## config.mk

```make
export PLATFORM = sky130hd
export DESIGN_NAME = mux_n_1_pipe
export DESIGN_NICKNAME = d
export VERILOG_FILES = /design/src/rtl/mux_pipe_pkg.sv /design/src/rtl/mux_n_1_comb.sv /design/src/rtl/mux_n_1_pipe.sv
export SDC_FILE = /design/constraint.sdc
export NUM_CORES = 1
export LEC_CHECK = 0
export BUFFER_PORTS_ARGS = -buffer_cell sky130_fd_sc_hd__buf_2
export CORE_MARGIN = 1.5
export CORE_UTILIZATION = 39
export DETAILED_ROUTE_END_ITERATION = 6
export PLACE_DENSITY = 0.67
export SLEW_MARGIN = 10
export SYNTH_ARGS = -nofsm -noshare
export SYNTH_HDL_FRONTEND = slang
export SYNTH_SLANG_ARGS = --single-unit
```

## constraint.sdc

```tcl
create_clock -name clock -period 4.5 [get_ports clock]
set_clock_uncertainty 0.05 [all_clocks]
set_input_delay 0.9 -clock clock [delete_from_list [all_inputs] [get_ports clock]]
set_output_delay 0.9 -clock clock [all_outputs]
set_load 0.05 [all_outputs]
```

## src/rtl/mux_pipe_pkg.sv

```systemverilog
// Shared state encoding, limits and select-width helper for the N:1 pipelined line mux.
package mux_pipe_pkg;

   localparam int MAX_NUM_INPUTS = 16;

   typedef enum logic [1:0] {
      EMPTY = 2'd0,
      ONE   = 2'd1,
      TWO   = 2'd2
   } state_e;

   // A single-line mux still needs a 1-bit select port.
   function automatic int sel_width(input int n);
      return (n > 1) ? $clog2(n) : 1;
   endfunction

endpackage

```

## src/rtl/mux_n_1_comb.sv

```systemverilog
// Purpose: combinational N:1 selection of WIDTH-bit lines; out-of-range select gives zeros.
// Latency: none (purely combinational).
// Backpressure: none; the caller owns all flow control.
module mux_n_1_comb
   import mux_pipe_pkg::*;
#(
   parameter int WIDTH      = 32,
   parameter int NUM_INPUTS = 4,
   parameter int SEL_WIDTH  = sel_width(NUM_INPUTS)
) (
   input  logic [NUM_INPUTS*WIDTH-1:0] lines_i,
   input  logic [SEL_WIDTH-1:0]        sel_i,
   output logic [WIDTH-1:0]            line_o
);

   always_comb begin
      line_o = '0;
      for (int k = 0; k < NUM_INPUTS; k++) begin
         if (int'(sel_i) == k) begin
            line_o = lines_i[k*WIDTH +: WIDTH];
         end
      end
   end

endmodule

```

## src/rtl/mux_n_1_pipe.sv

```systemverilog
// Purpose: N:1 line mux with registered output and a 2-entry skid (main + skid); MUX_N_1_PIPE_SEL_CHECK_EN adds a sticky select_error.
// Latency: 1 cycle from accept to output_line when empty; 1 result/cycle while out_ready is high.
// Backpressure: absorbs one extra entry; in_ready is registered (low only when both entries are full).
module mux_n_1_pipe
   import mux_pipe_pkg::*;
#(
   parameter int WIDTH      = 32,
   parameter int NUM_INPUTS = 4,
   localparam int SEL_WIDTH = sel_width(NUM_INPUTS)
) (
   input  logic                        clock,
   input  logic                        reset_n,
   input  logic [NUM_INPUTS*WIDTH-1:0] lines,
   input  logic [SEL_WIDTH-1:0]        select,
   input  logic                        in_valid,
   output logic                        in_ready,
   input  logic                        flush,
   output logic                        out_valid,
   input  logic                        out_ready,
   output logic [WIDTH-1:0]            output_line,
   output logic                        select_error
);

   state_e           state_q, state_d;
   logic [WIDTH-1:0] main_dat_q, main_dat_d;
   logic [WIDTH-1:0] skid_dat_q, skid_dat_d;
   logic             in_rdy_q;
   logic [WIDTH-1:0] mux_dat;
   logic             accept;
   logic             drain;

   mux_n_1_comb #(
      .WIDTH      (WIDTH),
      .NUM_INPUTS (NUM_INPUTS),
      .SEL_WIDTH  (SEL_WIDTH)
   ) u_mux (
      .lines_i (lines),
      .sel_i   (select),
      .line_o  (mux_dat)
   );

   assign accept      = in_valid & in_rdy_q;
   assign drain       = out_valid & out_ready;
   assign in_ready    = in_rdy_q;
   assign out_valid   = (state_q != EMPTY);
   assign output_line = main_dat_q;

   always_comb begin
      state_d    = state_q;
      main_dat_d = main_dat_q;
      skid_dat_d = skid_dat_q;
      case (state_q)
         EMPTY: begin
            if (accept) begin
               state_d    = ONE;
               main_dat_d = mux_dat;
            end
         end
         ONE: begin
            if (accept && drain) begin
               main_dat_d = mux_dat;
            end else if (accept) begin
               state_d    = TWO;
               skid_dat_d = mux_dat;
            end else if (drain) begin
               state_d = EMPTY;
            end
         end
         TWO: begin
            // in_ready is low here, so only a drain can move the state.
            if (drain) begin
               state_d    = ONE;
               main_dat_d = skid_dat_q;
            end
         end
         default: state_d = EMPTY;
      endcase
      // Flush wins over everything, including a same-cycle accept.
      if (flush) begin
         state_d = EMPTY;
      end
   end

   always_ff @(posedge clock or negedge reset_n) begin
      if (!reset_n) begin
         state_q    <= EMPTY;
         main_dat_q <= '0;
         skid_dat_q <= '0;
         in_rdy_q   <= 1'b1;
      end else begin
         state_q    <= state_d;
         main_dat_q <= main_dat_d;
         skid_dat_q <= skid_dat_d;
         in_rdy_q   <= (state_d != TWO);
      end
   end

`ifdef MUX_N_1_PIPE_SEL_CHECK_EN
   logic sel_err_q;

   // Sticky until reset; flush deliberately leaves it alone.
   always_ff @(posedge clock or negedge reset_n) begin
      if (!reset_n) begin
         sel_err_q <= 1'b0;
      end else if (accept && (int'(select) >= NUM_INPUTS)) begin
         sel_err_q <= 1'b1;
      end
   end

   assign select_error = sel_err_q;
`else
   assign select_error = 1'b0;
`endif

endmodule

```

==> results.py, run 1 <==
metrics = {
    "status": {
        "status": "completed",
    },
    "routing": {
        "drtIter0Drc": 166,
        "firstDrtPassIters": 4,
        "antenna_left": 0,
        "wl_per_cell_um": 14.7,
        "vias_per_cell": 5.28,
        "routed_wl_mm": 10.2,
        "drc": 0,
        "via_count": 3684,
    },
    "critical_path": {
        "path_cells": "buf_2, nand2_1, o31ai_4, buf_12, nor2_1, a21oi_1",
        "cp_slowest_stage_delay_ps": 940,
        "arrival_ps": 2600,
        "worstSetupPathType": "primary input to flop",
        "slowest_stage": "o31ai_4",
        "crit_fanout": 40,
        "end_kind": "flop",
        "path_buf_inv": 2,
        "critical_path.top_delay_family": "compound AO/OA/AOI/OAI gates",
        "start_kind": "primary input",
        "critPathRequiredTime_ps": 4710,
    },
    "floorplanning": {
        "start_util_pct": 40.2,
        "dieArea_um2": 11300,
        "die_w_um": 106,
        "ios": 170,
        "row_count": 37,
        "coreArea_um2": 10300,
        "chipHeight_um": 106,
    },
    "cells_and_area": {
        "insertedDiodeCount": 0,
        "stdcell_count": 698,
        "final_layout_size_suffix_gt1_share_pct": 47.0,
        "syn_to_final_growth_pct": 26.4,
        "nNetsFinal": 692,
        "final_util_pct": 50.8,
    },
    "yosys": {
        "synth_top_area_share_pct": 39.8,
        "yosys-top-cells-count": "dfrtp_1 (66), mux2_2 (62), nand2_1 (34)",
        "avgSynthCellArea_um2": 10.0,
        "ys.flop_type": "dfrtp_1",
        "synth_cell_types": 30,
        "synth.most_common_cell": "dfrtp_1",
        "netlist_area_um2": 4150,
        "ys_ff_latch": 67,
        "synth.area.top_cells": "dfrtp_1 (40%), mux2_2 (17%), mux2i_1 (8.0%)",
        "yosys.area.top_type": "dfrtp_1",
        "synth-edff-count": 0,
        "syn_inst": 413,
        "synth_nets": 548,
        "async_flop_share_pct": 100,
        "yosysSeqAreaShare_pct": 40.5,
        "yosysWarnings": 0,
    },
    "cts": {
        "postCtsSetupRepairBufs": 0,
        "cts_root_buf": "clkbuf_8",
        "cts_buffer_depth": 2,
        "clock_latency_ps": 330,
        "tritoncts": "yes",
        "cts-resized-gates": 0,
        "htreeDepth": 3,
        "numCtsBuffers": 9,
        "cts.clk_slew.worst_paths_ps": 70,
        "postCtsHoldBufs": 0,
        "clock-sinks": 67,
    },
    "timing": {
        "fin_crit_sh_pct": 53.2,
        "drv_slew": 0,
        "hold_violations": 0,
        "relSlewSlack_pct": 28.6,
        "fin_crit_ps": 2390,
        "whs_ps": 464,
        "rsz0062_at_grt": "false",
        "setup_viol": 0,
        "fin_ws_ps": 2110,
        "worstMarginPinSlew_ps": 1070,
        "max_freq_ghz": 0.418,
        "tns_ps": 0,
    },
    "hold_path": {
        "hold_class": "flop to flop",
    },
    "placement": {
        "io_buffers": 168,
        "place_ws_ps": 1770,
        "place_hpwl_mm": 7.02,
        "placed_cells": 682,
        "place_congestion": 0.743,
    },
    "global_routing": {
        "grt-ovfl-total": 0,
        "grt_pass1_vias": 3742,
        "grt_start_max_net_pins": 97,
        "grt_usage_pct": 18.9,
        "grt_antenna_before_repair": 1,
        "grt_pass1_wl_mm": 17.1,
    },
    "power": {
        "power.density_nw_per_um2": 418,
        "p_clk_share_pct": 30.8,
        "max-vdd-ir-drop_uv": 196,
        "power.switching_uw": 734,
        "switching_share_pct": 33.5,
        "leakage_uw": 0.00243,
        "p_seq_share_pct": 38.4,
        "p_comb_share_pct": 30.8,
        "p_int_uw": 1460,
    },
    "flow_run": {
        "max-cap-violations": 0,
    },
}
## power by group through the flow
stage / Clock [uW] / Combinational [uW] / Sequential [uW]
2_1_floorplan: 0 / 307 / 1030
3_5_place_dp: 0 / 682 / 853
6_report: 676 / 676 / 841
3_3_place_gp: 0 / 663 / 844
4_1_cts: 692 / 683 / 842
5_1_grt: 722 / 736 / 861
## area by class of cell
type / count / area [um^2]
Clock buffer: 10 / 138
Timing Repair Buffer: 173 / 893
Multi-Input combinational cell: 305 / 2220
Fill cell: 968 / 5080
Inverter: 1 / 3.75
Clock inverter: 6 / 136
Sequential cell: 67 / 1680
Tap cell: 136 / 170
## path summary, 6_finish.rpt
| path | from | endpoint | slack, ps | depth (start not counted) |
|---|---|---|---|---|
| max reg2reg | in_ready | output_line[21] | 2210 | 5 |
| max in group asynchronous | reset_n | output_line[29] | 2880 | 2 |
| min | skid_dat_q[9] | skid_dat_q[9] | 460 | 1 |
| max | in_valid | output_line[21] | 2110 | 6 |
| min in group asynchronous | reset_n | skid_dat_q[17] | 580 | 1 |
| min reg2reg | skid_dat_q[9] | skid_dat_q[9] | 460 | 1 |
## layer usage
layer	vias to the layer above	part of all wire, %	wire, um	track usage, %
met3	12	7.2	739	5.52
met1	1724	44	4500	23.6
met4	0	1.1	113	4.34
li1	1804	-	-	-
met5	-	0	0	0
met2	144	48	4890	32.3
## layout by cell type (no fill, tap or decap), types with 2 or more instances in the layout
| cell | netlist | routed |
|---|---|---|
| a21oi_1 | 32 | 32 |
| a221oi_1 | 29 | 29 |
| a221oi_2 | 3 | 3 |
| buf_2 | 18 | 167 |
| buf_4 | 7 | 5 |
| bufinv_16 | 0 | 4 |
| clkbuf_8 | 0 | 10 |
| dfrtp_1 | 66 | 66 |
| mux2_2 | 62 | 62 |
| mux2_4 | 2 | 2 |
| mux2i_1 | 33 | 33 |
| nand2_1 | 34 | 34 |
| nor2_1 | 33 | 33 |
| nor3_1 | 32 | 32 |
| o21ai_0 | 32 | 32 |
## cells by family (layout without fill, tap and decap cells)
family / after synthesis / after routing / share of synthesized area [%]
AND/OR/NAND/NOR: 107 / 107 / 11.8
flip-flops: 67 / 67 / 40.5
other: 1 / 1 / 0.0905
buffers and inverters: 41 / 190 / 5.98
multiplexers: 97 / 97 / 25.5
AO/OA/AOI/OAI: 100 / 100 / 16.1
## sequential cells by signal, indices dropped and copies added, names as in the netlist
register / cells
skid_dat_q: 32
in_ready: 1
state_q: 2
output_line: 32
## metrics by stage
| stage | total power (uW) | cell area, um^2 |
|---|---|---|
| final | 2190 | 5240 |
| after global routing | 2320 | 5240 |
| after CTS | 2220 | 5240 |
| after detailed placement | 1540 | 4960 |
| after global placement | 1510 | 4960 |
| after floorplan | 1340 | 4150 |
Power figures use the tool's default switching activity.
==> run 2, diff against run 1 <==
==> constraint.sdc (replaced) <==
create_clock -name clock -period 2.25 [get_ports clock]
set_clock_uncertainty 0.05 [all_clocks]
set_input_delay 0.45 -clock clock [delete_from_list [all_inputs] [get_ports clock]]
set_output_delay 0.45 -clock clock [all_outputs]
set_load 0.05 [all_outputs]
==> results.py, run 2 (same netlist as run 1, synthesis figures left out) <==
metrics = {
    "status": {
        "status": "completed",
    },
    "cells_and_area": {
        "nNetsFinal": 698,
        "layout_common_cells": "buf_2 (167), dfrtp_1 (66), mux2_2 (62)",
        "nFillCells": 987,
        "final_common_cell": "buf_2",
        "seq_area_um2": 1680,
        "multi_input_area_um2": 2220,
        "syn_to_final_growth_pct": 28.0,
        "final_layout_size_suffix_gt1_share_pct": 47.4,
        "final_util_pct": 51.4,
    },
    "timing": {
        "tns_ps": 0,
        "rsz0062_at_grt": "false",
        "hold_violations": 0,
        "drv_slew": 0,
        "setup_viol": 0,
        "fin_crit_ps": 1930,
        "max_freq_ghz": 0.519,
        "fin_crit_sh_pct": 85.6,
    },
    "hold_path": {
        "hold_class": "primary input to asynchronous set/reset pin",
    },
    "cts": {
        "clock-sinks": 67,
        "htreeDepth": 3,
        "cts-resized-gates": 0,
        "postCtsSetupRepairBufs": 0,
        "tritoncts": "yes",
        "cts.clk_slew.worst_paths_ps": 80,
        "clock_latency_ps": 340,
        "cts_root_buf": "clkbuf_8",
        "cts_buffer_depth": 2,
        "numCtsBuffers": 9,
        "postCtsHoldBufs": 0,
    },
    "floorplanning": {
        "ios": 170,
        "coreArea_um2": 10300,
        "row_count": 37,
        "dieArea_um2": 11300,
        "chipHeight_um": 106,
        "start_util_pct": 40.2,
        "die_w_um": 106,
    },
    "routing": {
        "firstDrtPassIters": 4,
        "antenna_left": 0,
        "vias_per_cell": 5.29,
        "drtIter0Drc": 193,
        "routed_wl_mm": 10.8,
        "wl_per_cell_um": 15.3,
        "via_count": 3731,
        "drc": 0,
    },
    "critical_path": {
        "r2r_cells": 5,
        "end_kind": "output pin",
        "start_kind": "flop",
        "reg2reg_from": "state_q[1]",
        "arrival_ps": 1430,
        "r2r-end": "output_line[10]",
        "r2r_slack_ps": 380,
        "worstSetupPathType": "flop to output pin",
        "critPathRequiredTime_ps": 1750,
        "crit_fanout": 10,
    },
    "power": {
        "leakage_uw": 0.00247,
        "max-vdd-ir-drop_uv": 366,
        "power.density_nw_per_um2": 786,
    },
    "global_routing": {
        "grt_usage_pct": 19.9,
        "grt_pass1_wl_mm": 17.8,
        "grt_pass1_vias": 3633,
        "grt_start_max_net_pins": 97,
        "grt_antenna_before_repair": 1,
        "grt-ovfl-total": 0,
    },
    "placement": {
        "io_buffers": 168,
        "place_hpwl_mm": 7.54,
        "place_congestion": 0.791,
    },
    "flow_run": {
        "max-cap-violations": 0,
    },
}
[run 2: metal layers]
layer | global-route usage (%) | share of wire [%] | vias to the layer above
met3 | 4.17 | 6.4 | 18
met4 | 7.43 | 1.9 | 0
met2 | 33.2 | 48 | 138
met1 | 25.4 | 44 | 1752
met5 | 0 | 0 | -
li1 | - | - | 1823
[run 2: worst max path at each step]
stage / from / endpoint / depth (start not counted)
2_1_floorplan: in_ready / skid_dat_q[10] / 4
3_3_place_gp: select[1] / skid_dat_q[20] / 6
3_5_place_dp: select[1] / skid_dat_q[4] / 6
4_1_cts: state_q[1] / out_valid / 2
5_1_grt: state_q[1] / output_line[3] / 5
6_report: state_q[1] / out_valid / 2
[run 2: critical path: stages, from the launching register on]
cell and delay, ps:
dfrtp_1 520, or2_2 350, buf_2 210
[run 2: area by class of cell]
cell class                 count  area share (%)
timing repair buffer         179            19.1
multi-input combinational    305            41.8
clock inverter                 5            1.46
tap                          136            3.21
inverter                       1          0.0707
antenna                        1          0.0472
sequential                    67            31.6
clock buffer                  11            2.66
[run 2: per-stage QoR]
step | worst slack [ps] | instances | power, uW | hold slack [ps] | instance area (um^2)
CTS | 301 | 704 | 4220 | 76.5 | 5300
finish | 325 | 705 | 4170 | 70.4 | 5310
floorplan | 330 | 413 | 2670 | 104 | 4150
global placement | 415 | 688 | 3030 | 439 | 5080
global route | 233 | 704 | 4420 | 89.9 | 5300
detailed placement | 367 | 688 | 3080 | 446 | 5080
[run 2: power by group]
group | internal [uW] | total, uW | switching, uW
sequential | 1510 | 1680 | 169
clock | 651 | 1120 | 468
combinational | 539 | 1370 | 832
total | 2700 | 4170 | 1470
==> run 3, diff against run 2 <==
--- a/config.mk
+++ b/config.mk
@@ -9,8 +9,10 @@
 export CORE_MARGIN = 1.5
 export CORE_UTILIZATION = 39
 export DETAILED_ROUTE_END_ITERATION = 6
-export PLACE_DENSITY = 0.67
+export PLACE_DENSITY = 0.69
+export SETUP_SLACK_MARGIN = 0.2
 export SLEW_MARGIN = 10
 export SYNTH_ARGS = -nofsm -noshare
 export SYNTH_HDL_FRONTEND = slang
+export SYNTH_HIERARCHICAL = 1
 export SYNTH_SLANG_ARGS = --single-unit
==> results.py, run 3 <==
metrics = {
    "cells_and_area": {
        "final_layout_size_suffix_gt1_share_pct": 64.2,
        "insertedDiodeCount": 0,
        "layout_common_cells": "buf_2 (168), dfrtp_1 (66), o32a_1 (32), o21a_1 (32), mux2_2 (32)",
        "syn_to_final_growth_pct": 30.4,
        "final_cell_area_um2": 4740,
        "nFillCells": 817,
        "final_common_cell": "buf_2",
        "final_util_pct": 51.8,
        "nNetsFinal": 536,
    },
    "hold_path": {
        "hold_class": "primary input to asynchronous set/reset pin",
    },
    "critical_path": {
        "worstSetupPathType": "flop to flop",
        "path_buf_inv": 0,
        "critPathRequiredTime_ps": 2470,
        "arrival_ps": 2040,
        "slowest_stage": "o21ai_4",
        "crit_fanout": 32,
        "critical_path.top_delay_family": "compound AO/OA/AOI/OAI gates",
        "cp_slowest_stage_delay_ps": 760,
        "path_cells": "nand3b_4, o21ai_4, o21a_1",
        "end_kind": "flop",
        "start_kind": "flop",
    },
    "cts": {
        "cts_buffer_depth": 2,
        "clock_latency_ps": 330,
        "postCtsSetupRepairBufs": 0,
        "numCtsBuffers": 9,
        "cts-resized-gates": 0,
        "tritoncts": "yes",
        "postCtsHoldBufs": 0,
        "cts_root_buf": "clkbuf_8",
        "cts.clk_slew.worst_paths_ps": 70,
        "clock-sinks": 67,
        "htreeDepth": 3,
    },
    "global_routing": {
        "grt_pass1_wl_mm": 14.7,
        "grt_usage_pct": 19.3,
        "grt_util_met1_pct": 22.9,
        "grt_antenna_before_repair": 0,
        "use_met3_pct": 4.85,
        "grt_use_met2_pct": 33.1,
        "grt-ovfl-total": 0,
        "grt_pass1_vias": 3077,
        "grt_start_max_net_pins": 68,
        "busiest_layer": "met2",
    },
    "power": {
        "power.density_nw_per_um2": 797,
        "p_int_uw": 2470,
        "p_comb_share_pct": 33.5,
        "switching_share_pct": 34.6,
        "max-vdd-ir-drop_uv": 309,
        "power.switching_uw": 1310,
        "p_seq_share_pct": 44.1,
        "leakage_uw": 0.00210,
        "p_clk_share_pct": 22.5,
    },
    "yosys": {
        "async_flop_share_pct": 100,
        "ys_ff_latch": 67,
        "yosys-top-cells-count": "dfrtp_1 (66), mux2_2 (32), o21a_1 (32), o32a_1 (32), mux4_2 (30)",
        "yosysSeqAreaShare_pct": 46.1,
        "synth_nets": 370,
        "avgSynthCellArea_um2": 15.5,
        "synth_cell_types": 27,
        "syn_inst": 235,
        "synth.most_common_cell": "dfrtp_1",
        "synth_top_area_share_pct": 45.4,
        "yosysWarnings": 6,
        "synth-edff-count": 0,
        "ys.flop_type": "dfrtp_1",
        "netlist_area_um2": 3640,
        "synth.area.top_cells": "dfrtp_1 (45%), mux4_2 (19%), mux2_2 (9.9%)",
        "yosys.area.top_type": "dfrtp_1",
    },
    "routing": {
        "antenna_left": 0,
        "vias_per_cell": 5.53,
        "firstDrtPassIters": 4,
        "drc": 0,
        "drtIter0Drc": 109,
        "routed_wl_mm": 9.12,
        "via_count": 2851,
        "wl_per_cell_um": 17.7,
    },
    "timing": {
        "whs_ps": 81.2,
        "tns_ps": 0,
        "fin_crit_ps": 1820,
        "worstMarginPinSlew_ps": 974,
        "max_freq_ghz": 0.550,
        "hold_violations": 0,
        "fin_crit_sh_pct": 80.8,
        "relSlewSlack_pct": 34.9,
        "drv_slew": 0,
        "fin_ws_ps": 432,
        "rsz0062_at_grt": "false",
        "setup_viol": 0,
    },
    "flow_run": {
        "max-cap-violations": 0,
    },
    "floorplanning": {
        "chipHeight_um": 99.6,
        "die_w_um": 99.6,
        "ios": 170,
        "row_count": 35,
        "start_util_pct": 39.7,
        "dieArea_um2": 9910,
        "coreArea_um2": 9150,
    },
    "status": {
        "status": "completed",
    },
    "placement": {
        "io_buffers": 168,
        "place_area_um2": 4580,
        "place_hpwl_mm": 6.54,
        "place_congestion": 0.713,
        "place_ws_ps": 220,
    },
}
==> run 3: changes by cell type in the layout (fill, tap and decap cells not counted), moves of 29 or more <==
cell | previous run | this run
a21oi_1 | 32 | 0
a221oi_1 | 29 | 0
mux2_2 | 62 | 32
mux2i_1 | 33 | 0
mux4_2 | 0 | 30
nand2_1 | 34 | 0
nor2_1 | 33 | 0
nor3_1 | 32 | 0
o21a_1 | 1 | 32
o21ai_0 | 32 | 1
o32a_1 | 0 | 32
==> run 3: final cells by class <==
| type | count | area, um^2 | share of cell area, % |
|---|---|---|---|
| sequential | 67 | 1680 | 35.4 |
| multi-input combinational | 142 | 1790 | 37.7 |
| clock inverter | 3 | 15.0 | 0.316 |
| timing repair buffer | 179 | 973 | 20.5 |
| tap | 111 | 139 | 2.93 |
| clock buffer | 12 | 145 | 3.06 |
| inverter | 2 | 7.51 | 0.158 |
==> run 3: metrics by stage <==
step,std cells,total power [uW]
floorplan,235,2580
global placement,501,2910
detailed placement,501,2960
CTS,516,3820
global route,516,3980
finish,516,3780
==> run 3: final timing paths <==
path                           startpoint  cells after the start  slack [ps]               to
max reg2reg                      in_ready                      3         430  output_line[28]
min in group clock                  flush                      2         240       state_q[0]
max                              in_ready                      3         430  output_line[28]
min                               reset_n                      2          80   output_line[9]
min reg2reg                output_line[1]                      1         440   output_line[1]
max in group asynchronous         reset_n                      2        1750         in_ready
==> run 3: power by group through the flow <==
stage	Clock, uW	Combinational [uW]	Sequential, uW
2_1_floorplan	0	540	2040
3_3_place_gp	0	1240	1670
3_5_place_dp	0	1280	1690
4_1_cts	875	1280	1660
5_1_grt	934	1350	1700
6_report	850	1260	1670
==> run 3: metal layers <==
metal,up-vias,part of all wire (%),wire [um]
li1,1291,-,-
met1,1432,41,3780
met2,115,50,4600
met3,13,6.3,577
met4,0,1.8,165
met5,-,0,0
==> run 3: cell families (layout without fill, tap and decap cells) <==
family | Yosys count | count (layout) | synth area share [%]
AOI/OAI and AO/OA | 68 | 68 | 16.1
DFF | 67 | 67 | 46.1
muxes | 64 | 64 | 29.9
buffers and inverters | 26 | 196 | 5.26
and+or+nand+nor | 9 | 9 | 2.44
other | 1 | 1 | 0.103
